**config.mk**
```make
export PLATFORM = sky130hd
export DESIGN_NAME = bitonic_loader
export DESIGN_NICKNAME = d
export VERILOG_FILES = /design/src/rtl/bitonic_pkg.sv /design/src/rtl/bitonic_slot_reg.sv /design/src/rtl/bitonic_loader.sv
export SDC_FILE = /design/constraint.sdc
export NUM_CORES = 1
export LEC_CHECK = 0
export BUFFER_PORTS_ARGS = -buffer_cell sky130_fd_sc_hd__buf_4
export CORE_ASPECT_RATIO = 1.25
export CORE_UTILIZATION = 51
export DETAILED_ROUTE_END_ITERATION = 8
export PLACE_DENSITY = 0.78
export SYNTH_ARGS = -nofsm -noshare
export SYNTH_HDL_FRONTEND = slang
export SYNTH_SLANG_ARGS = --single-unit
```
**constraint.sdc**
```tcl
create_clock -name clk -period 2.2 [get_ports clk]
set_input_delay 0.11 -clock clk [delete_from_list [all_inputs] [get_ports clk]]
set_output_delay 0.11 -clock clk [all_outputs]
set_load 0.01 [all_outputs]
```
**src/rtl/bitonic_pkg.sv**
```systemverilog
// Shared types for the bitonic sorter front end.
// Defaults, loader state encoding and slot bit-position helper.
package bitonic_pkg;

  localparam int WIDTH_DEF = 8;
  localparam int N_DEF     = 8;

  typedef enum logic {
    COLLECT = 1'b0,
    FULL    = 1'b1
  } state_t;

  // LSB position of 0-based slot k in a packed block.
  function automatic int slot_lsb(input int k, input int w);
    return k * w;
  endfunction

endpackage

```
**src/rtl/bitonic_slot_reg.sv**
```systemverilog
// One block slot: a WIDTH-bit register with load, pad-load and hold.
// Ports: clk, rst, load/d, pad/pad_value, q.
module bitonic_slot_reg #(
  parameter int WIDTH = 8
) (
  input  logic             clk,
  input  logic             rst,
  input  logic             load,
  input  logic             pad,
  input  logic [WIDTH-1:0] d,
  input  logic [WIDTH-1:0] pad_value,
  output logic [WIDTH-1:0] q
);

  always_ff @(posedge clk) begin
    if (rst) begin
      q <= '0;
    end else if (load) begin
      q <= d;
    end else if (pad) begin
      q <= pad_value;
    end
  end

endmodule

```
**src/rtl/bitonic_loader.sv**
```systemverilog
// Serial-in, parallel-out loader feeding the 8-input bitonic network.
// Ports: clk, rst, in_valid/in_data/in_last/in_ready, out_valid/out_ready/out_data/out_count.
module bitonic_loader
  import bitonic_pkg::*;
#(
  parameter int               WIDTH     = WIDTH_DEF,
  parameter int               N         = N_DEF,
  parameter logic [WIDTH-1:0] PAD_VALUE = '0
) (
  input  logic                 clk,
  input  logic                 rst,
  input  logic                 in_valid,
  input  logic [WIDTH-1:0]     in_data,
  input  logic                 in_last,
  output logic                 in_ready,
  output logic                 out_valid,
  input  logic                 out_ready,
  output logic [N*WIDTH-1:0]   out_data,
  output logic [$clog2(N):0]   out_count
);

  localparam int CW = $clog2(N);

  state_t        state;
  logic [CW-1:0] cnt;
  logic          accept;
  logic          at_end;

  // Handshake flags come straight from the state register.
  assign in_ready  = (state == COLLECT);
  assign out_valid = (state == FULL);

  assign accept = in_valid & in_ready;
  assign at_end = in_last | (cnt == CW'(N - 1));

  for (genvar i = 0; i < N; i++) begin : g_slot
    localparam logic [CW-1:0] IDX = CW'(i);
    logic ld;
    logic pd;

    assign ld = accept & (cnt == IDX);
    // Slots past the last real number take the pad value.
    assign pd = accept & in_last & (IDX > cnt);

    bitonic_slot_reg #(
      .WIDTH(WIDTH)
    ) u_slot (
      .clk      (clk),
      .rst      (rst),
      .load     (ld),
      .pad      (pd),
      .d        (in_data),
      .pad_value(PAD_VALUE),
      .q        (out_data[slot_lsb(i, WIDTH) +: WIDTH])
    );
  end

  always_ff @(posedge clk) begin
    if (rst) begin
      state     <= COLLECT;
      cnt       <= '0;
      out_count <= '0;
    end else begin
      unique case (state)
        COLLECT: begin
          if (accept) begin
            if (at_end) begin
              state     <= FULL;
              out_count <= (CW+1)'(cnt) + (CW+1)'(1);
            end else begin
              cnt <= cnt + CW'(1);
            end
          end
        end
        FULL: begin
          if (out_ready) begin
            state <= COLLECT;
            cnt   <= '0;
          end
        end
        default: state <= COLLECT;
      endcase
    end
  end

endmodule

```
==> metrics.md, run 1 <==
| Metric | Value |
|---|---|
| Crit. End Element | `flop` |
| CORE AREA | `0.00544 mm2` |
| Final cell count without fillers | `440` |
| Mapped Cells | `303` |
| Share of the synthesized area in the top cell type | `49.8%` |
| Tmin final | `1.83 ns` |
| Outcome | `finished, final reports clean` |
| GR Overflow Total | `0` |
| Power Density | `731 mW/mm2` |
| Antenna diode count | `0` |
| Total GRT Usage | `24.6%` |
| Die ar. | `0.00598 mm2` |
| Placed insts | `approximately 420` |
| Max Cap Violations | `0` |
| Net count, final | `388` |
| Part of the Yosys area used for sequential elements | `49.8%` |
| Max rail drop VDD | `between 0.4 and 0.5 mV` |
| Top Metal Used | `met4` |
| Area growth from synthesis to layout | `27.7%` |
| Initial DRC Count | `221` |
| Slew HR | `59.7%` |
| TritonCTS buffer count | `9` |
| Bufs and invs on worst path | `0` |
| Placer Congestion | `0.817` |
| Share of layout cells above drive strength 1 | `roughly 29%` |
| Worst hold path type | `input pin to flop` |
| Synthesized area | `around 0.0029 mm2` |
| Post-synth EDFFs | `0` |
| Synth area leaders | `dfxtp_1, nand3b_1, o32ai_1` |
| Sinks on Clock Net | `72` |
| Initial Util | `53.1%` |
| CTS Hold Bufs | `0` |
| Synth Area per Inst | `between 9 and 10 um2` |
| Most used cell, CP | `ha_1` |
| Die X-Extent | `69.3 um` |
| Fin. Hold Viols | `0` |
| DRC | `0` |
| Port bufs | `82` |
| Routed Antenna Nets | `0` |
| Synth unique cells | `35` |
| Global-route wire length before repair | `between 10000 and 15000 um` |
| Initial antenna violation count | `0` |
| Max-slew violations | `0` |
| Setup TNS | `0 ns` |
| Vias/cell | `approximately 5.8` |
| H-Tree Depth | `3` |
| TritonCTS clock tree | `built` |
| Largest area contributor in the netlist | `dfxtp_1` |
| WL met1 | `3050 um` |
| CP Class | `flop to flop` |
| Slowest stage cell, crit path | `or4b_1` |
| Most common cell after layout, fill and taps aside | `buf_4` |
| Final Setup Violations | `0` |
| Pre-antenna DRT Iters | `4` |
| WP data required | `2.42 ns` |
| Fin Hold WS | `between 0.02 and 0.025 ns` |
| Setup slack at placement | `roughly 0.4 ns` |
| Static leakage | `1.44 nW` |
| RSZ-0062 raised after global routing | `no` |
| Largest net degree at the start of global routing | `45` |
| Final setup skew | `~0.0058 ns` |
| Arrival time at the worst endpoint | `roughly 2.1 ns` |
| WL met3 | `just over 400 um` |
| # rows | `30` |
| Post-detailed-route wirelength per cell | `approximately 17 um` |
| Most frequent cells in the layout | `buf_4, dfxtp_1, nand3b_1, o22ai_1, inv_1` |
| Final wirelength | `7310 um` |
| Post-synth top flop | `dfxtp_1` |
| Yosys warning total | `0` |
| Clock root cell | `clkbuf_8` |
| Vias | `2556` |
| #FFs+latches synth | `just over 70` |
| Synthesized Nets | `320` |
| Setup crit start kind | `flop` |
| Clk_lat worst skew | `0.35 ns` |
| Worst-path fanout max | `10` |
| Max stage delay on crit path | `between 0.5 and 0.6 ns` |
| Die Y | `86.2 um` |
| Post-synth ARST share | `0%` |
| Clk pin slew, worst setup/hold paths | `about 0.080 ns` |
| Clk buf depth | `2` |
| PostCTS Resize Cnt | `0` |
| Fmax achieved | `547 MHz` |
| Vias in the first global route | `2305` |
| Half-perimeter wire length after placement | `roughly 4700 um` |
| # Post-CTS Setup Buffers | `0` |
| Tightest Pin Transition | `roughly 0.6 ns` |
| Worst setup margin | `0.371 ns` |
| Crit path cell chain | `ha_1, ha_1, or4b_1, nand3_1, a21oi_1` |
| Cell family with most CP delay | `simple AND/OR/NAND/NOR gates` |
| WL met2 | `between 3000 and 4000 um` |
| Final period utilization | `just over 80%` |
| # IOs | `83` |
| Fin util | `67.8%` |
## stage by stage
stage	power [mW]	area (um2)
3_5_place_dp	1.59	3470
3_3_place_gp	1.58	3470
5_1_grt	2.78	3690
2_1_floorplan	1.51	2890
6_report	2.70	3690
4_1_cts	2.71	3690
## area by class of cell
class / count / area (um2)
timing repair buffer: 85 / 638
tap: 64 / 80.1
clock buffer: 10 / 138
inverter: 28 / 108
sequential: 72 / 1440
clock inverter: 6 / 82.6
fill: 462 / 1750
multi-input combinational: 175 / 1200
## logic make-up (layout without fill, tap and decap cells)
kind of cell	Yosys count	after routing	synth area share [%]
DFF	72	72	49.8
and+or+nand+nor	81	81	19.0
AOI/OAI and AO/OA	90	90	20.9
buffers and inverters	56	129	8.52
adders and majority gates	4	4	1.73
## synthesized netlist by cell type, types with 2 or more instances
cell type and number:
nand2_1 11, nand4b_1 2, clkbuf_1 13, and3_1 2, buf_6 2, nand4bb_1 2
dfxtp_1 72, a21oi_1 16, o21ai_0 13, nand3b_1 32, clkbuf_2 2, ha_1 4
nand2b_1 8, and3b_1 2, buf_2 10, inv_1 27, nor2_1 3, nand3_1 11
o32ai_1 24, o22ai_1 32
## where the power goes
group	switching (mW)	internal (mW)
Clock	0.478	0.663
Combinational	0.131	0.0856
Sequential	0.0201	1.32
## final timing paths
check | endpoint | from | cells after the start | slack, ns
max | cnt[1] | cnt[0] | 5 | 0.37
min | g_slot[7].u_slot.q[3] | in_data[3] | 3 | 0.02
max reg2reg | cnt[1] | cnt[0] | 5 | 0.37
min reg2reg | g_slot[3].u_slot.q[3] | g_slot[3].u_slot.q[3] | 2 | 0.48
## worst register-to-register path: cells and delay by family (launching register included)
kind / cells / cell delay (ns)
compound gates: 1 / 0.07
fa+ha+maj: 2 / 0.48
flops: 1 / 0.43
simple gates: 2 / 0.72
## sequential cells by signal, summed over array words and instances (netlist names)
register         count
g_slot.u_slot.q     64
out_count            4
cnt                  3
out_valid            1
## metal layers
metal / vias to the layer above / track usage [%]
met5: - / 0
met4: 0 / 11.9
met3: 15 / 4.30
met2: 97 / 40.8
met1: 1200 / 31.1
li1: 1244 / -
No activity file was read; power rests on OpenSTA's default activity.
==> run 2: changes to the inputs <==
CORE_UTILIZATION = 46   (was 51)
PLACE_DENSITY = 0.74   (was 0.78)
clock period = 1.55 ns   (was 2.2 ns; I/O delays follow)
==> run 2 against run 1 <==
Net effect: non-clock buffer count rose by 19; setup slack got worse by 0.31 ns; maximum frequency rose by 22%; first-iteration DRC count fell by 55%; clock power rose by 66%; routed wire length rose by 3.6%; combinational power rose by 64%; final area rose by 7.2%; register-to-register slack got worse by 0.31 ns; clock-buffer cell count fell by 1.
==> metrics.md, run 2 (synthesis results as in run 1) <==
| Metric | Value |
|---|---|
| Outcome | `finished, final reports clean (unchanged)` |
| Power Density | `1050 mW/mm2 (was 731 mW/mm2)` |
| CP Class | `flop to flop (unchanged)` |
| M1 GR Usage | `29.9% (was 31.1%)` |
| # Post-CTS Setup Buffers | `0 (unchanged)` |
| Post-detailed-route wirelength per cell | `15.9 um (was 16.6 um)` |
| Clock root cell | `clkbuf_8 (unchanged)` |
| Share of layout cells above drive strength 1 | `32.5% (was 28.7%)` |
| Tightest Pin Transition | `0.523 ns (was 0.603 ns)` |
| Static leakage | `1.55 nW (was 1.44 nW)` |
| Filler cells | `501 (was 462)` |
| Grt met2 use | `38.3% (was 40.8%)` |
| Half-perimeter wire length after placement | `4960 um (was 4700 um)` |
| Vias/cell | `5.47 (was 5.81)` |
| Hold path start | `in_data[7] (was in_data[3])` |
| Fin. Hold Viols | `0 (unchanged)` |
| Vias | `2603 (was 2556)` |
| TritonCTS buffer count | `9 (unchanged)` |
| Final Setup Violations | `0 (unchanged)` |
| Most common cell after layout, fill and taps aside | `buf_4 (unchanged)` |
| Final setup skew | `0.00897 ns (was 0.00575 ns)` |
| Routed Antenna Nets | `0 (unchanged)` |
| GR Overflow Total | `0 (unchanged)` |
| Area growth from synthesis to layout | `36.8% (was 27.7%)` |
| Initial antenna violation count | `0 (unchanged)` |
| Placer Congestion | `0.878 (was 0.817)` |
| CORE AREA | `0.00593 mm2 (was 0.00544 mm2)` |
| TritonCTS clock tree | `built (unchanged)` |
| Max-slew violations | `0 (unchanged)` |
| Global-route wire length before repair | `12000 um (was 11500 um)` |
| Antenna diode count | `0 (unchanged)` |
| # IOs | `83 (unchanged)` |
| H-Tree Depth | `3 (unchanged)` |
| Tmin final | `1.49 ns (was 1.83 ns)` |
| Pre-antenna DRT Iters | `4 (unchanged)` |
| Fmax achieved | `670 MHz (was 547 MHz)` |
| Biggest register | `g_slot.u_slot.q (unchanged)` |
| # rows | `31 (was 30)` |
| Largest net degree at the start of global routing | `49 (was 45)` |
| Worst hold path type | `input pin to flop (unchanged)` |
| Die X-Extent | `72.9 um (was 69.3 um)` |
| Global routing usage on met3 | `5.02% (was 4.30%)` |
| Clk pin slew, worst setup/hold paths | `0.07 ns (was 0.08 ns)` |
| Max rail drop VDD | `0.582 mV (was 0.409 mV)` |
| Initial DRC Count | `99 (was 221)` |
| Worst-path fanout max | `9 (was 10)` |
| Die ar. | `0.00661 mm2 (was 0.00598 mm2)` |
| Initial Util | `48.7% (was 53.1%)` |
| Total GRT Usage | `23.8% (was 24.6%)` |
| Setup crit start kind | `flop (unchanged)` |
| Worst R2R Start | `cnt[1] (was cnt[0])` |
| Final period utilization | `96.3% (was 83.1%)` |
| Crit. Startpoint | `cnt[1] (was cnt[0])` |
| Cell Area, Placed | `0.00359 mm2 (was 0.00347 mm2)` |
| DRC | `0 (unchanged)` |
| Most Crowded Layer GR | `met2 (unchanged)` |
| Die Y | `90.6 um (was 86.2 um)` |
| Slew HR | `65.1% (was 59.7%)` |
| Clk_lat worst skew | `0.34 ns (was 0.35 ns)` |
| Vias in the first global route | `2399 (was 2305)` |
| Most frequent cells in the layout | `buf_4, dfxtp_1, nand3b_1, o22ai_1, inv_1 (unchanged)` |
| Crit. End Element | `flop (unchanged)` |
| Port bufs | `82 (unchanged)` |
| Overall Power | `4.15 mW (was 2.70 mW)` |
| Sinks on Clock Net | `72 (unchanged)` |
| WP data required | `1.76 ns (was 2.42 ns)` |
| Max reg flops | `64 (unchanged)` |
| Clk buf depth | `2 (unchanged)` |
| Largest regs | `g_slot.u_slot.q (64), out_count (4), cnt (3) (unchanged)` |
| Final wirelength | `7570 um (was 7310 um)` |
| Max Cap Violations | `0 (unchanged)` |
| Net count, final | `407 (was 388)` |
| Arrival time at the worst endpoint | `1.70 ns (was 2.05 ns)` |
| R2R setup slack | `0.06 ns (was 0.37 ns)` |
| Design area | `0.00396 mm2 (was 0.00369 mm2)` |
run 2: changes by cell type in the layout (fill, tap and decap cells not counted), sizes merged:
| cell | before | now |
|---|---|---|
| buf | 85 | 97 |
| dlygate4sd3 | 0 | 7 |
| bufinv | 2 | 4 |
| clkbuf | 10 | 9 |
| clkinv | 3 | 1 |
run 2: where the power goes:
group          internal, mW  switching [mW]
sequential             1.88          0.0209
clock                  1.22           0.673
combinational         0.151           0.203
run 2: per-layer routing:
layer,routed length (um),up-vias
met5,0,-
met4,128,0
met3,359,10
met2,3820,76
met1,3260,1230
li1,-,1287
run 2: cell type report:
cell class / count / area, um2 / share of cell area [%]
Clock buffer: 9 / 124 / 3.13
Clock inverter: 6 / 133 / 3.35
Inverter: 28 / 108 / 2.72
Multi-Input combinational cell: 175 / 1230 / 31.2
Sequential cell: 72 / 1440 / 36.5
Tap cell: 82 / 103 / 2.59
Timing Repair Buffer: 104 / 811 / 20.5
run 2: path summary, 6_finish.rpt:
path	depth (start not counted)	to
worst max-delay path	6	g_slot[0].u_slot.q[7]
worst min-delay path	3	g_slot[7].u_slot.q[7]
worst max register to register	6	g_slot[0].u_slot.q[7]
worst min register to register	2	g_slot[5].u_slot.q[7]
run 2: through the flow:
step | instances | hold slack, ns | util [%] | setup TNS [ns] | worst slack [ns]
2_1_floorplan | 303 | 0.218 | - | 0 | 0.00911
5_1_grt | 476 | 0.00972 | 66.6 | -0.00190 | -0.00190
6_report | 476 | 0.0219 | 66.6 | 0 | 0.0567
4_1_cts | 475 | 0.0130 | 66.1 | -0.0114 | -0.00854
3_5_place_dp | 453 | 0.352 | 60.6 | 0 | 0.00586
3_3_place_gp | 453 | 0.344 | 60.6 | 0 | 0.0495
run 2: critical path, stage by stage (launching register included):
cell and delay, ns:
dfxtp_2 0.33, buf_4 0.16, inv_1 0.09, ha_1 0.23, inv_1 0.06, o2111a_1 0.36, o22ai_1 0.13
run 2: what timing repair did:
item / in CTS / in global routing
pin swaps: 0 / 2
gates resized for setup: 0 / 10
gates cloned: 0 / 1
hold endpoints to repair: 7 / 0
setup endpoints to repair: 2 / 16
hold buffers: 7 / 0
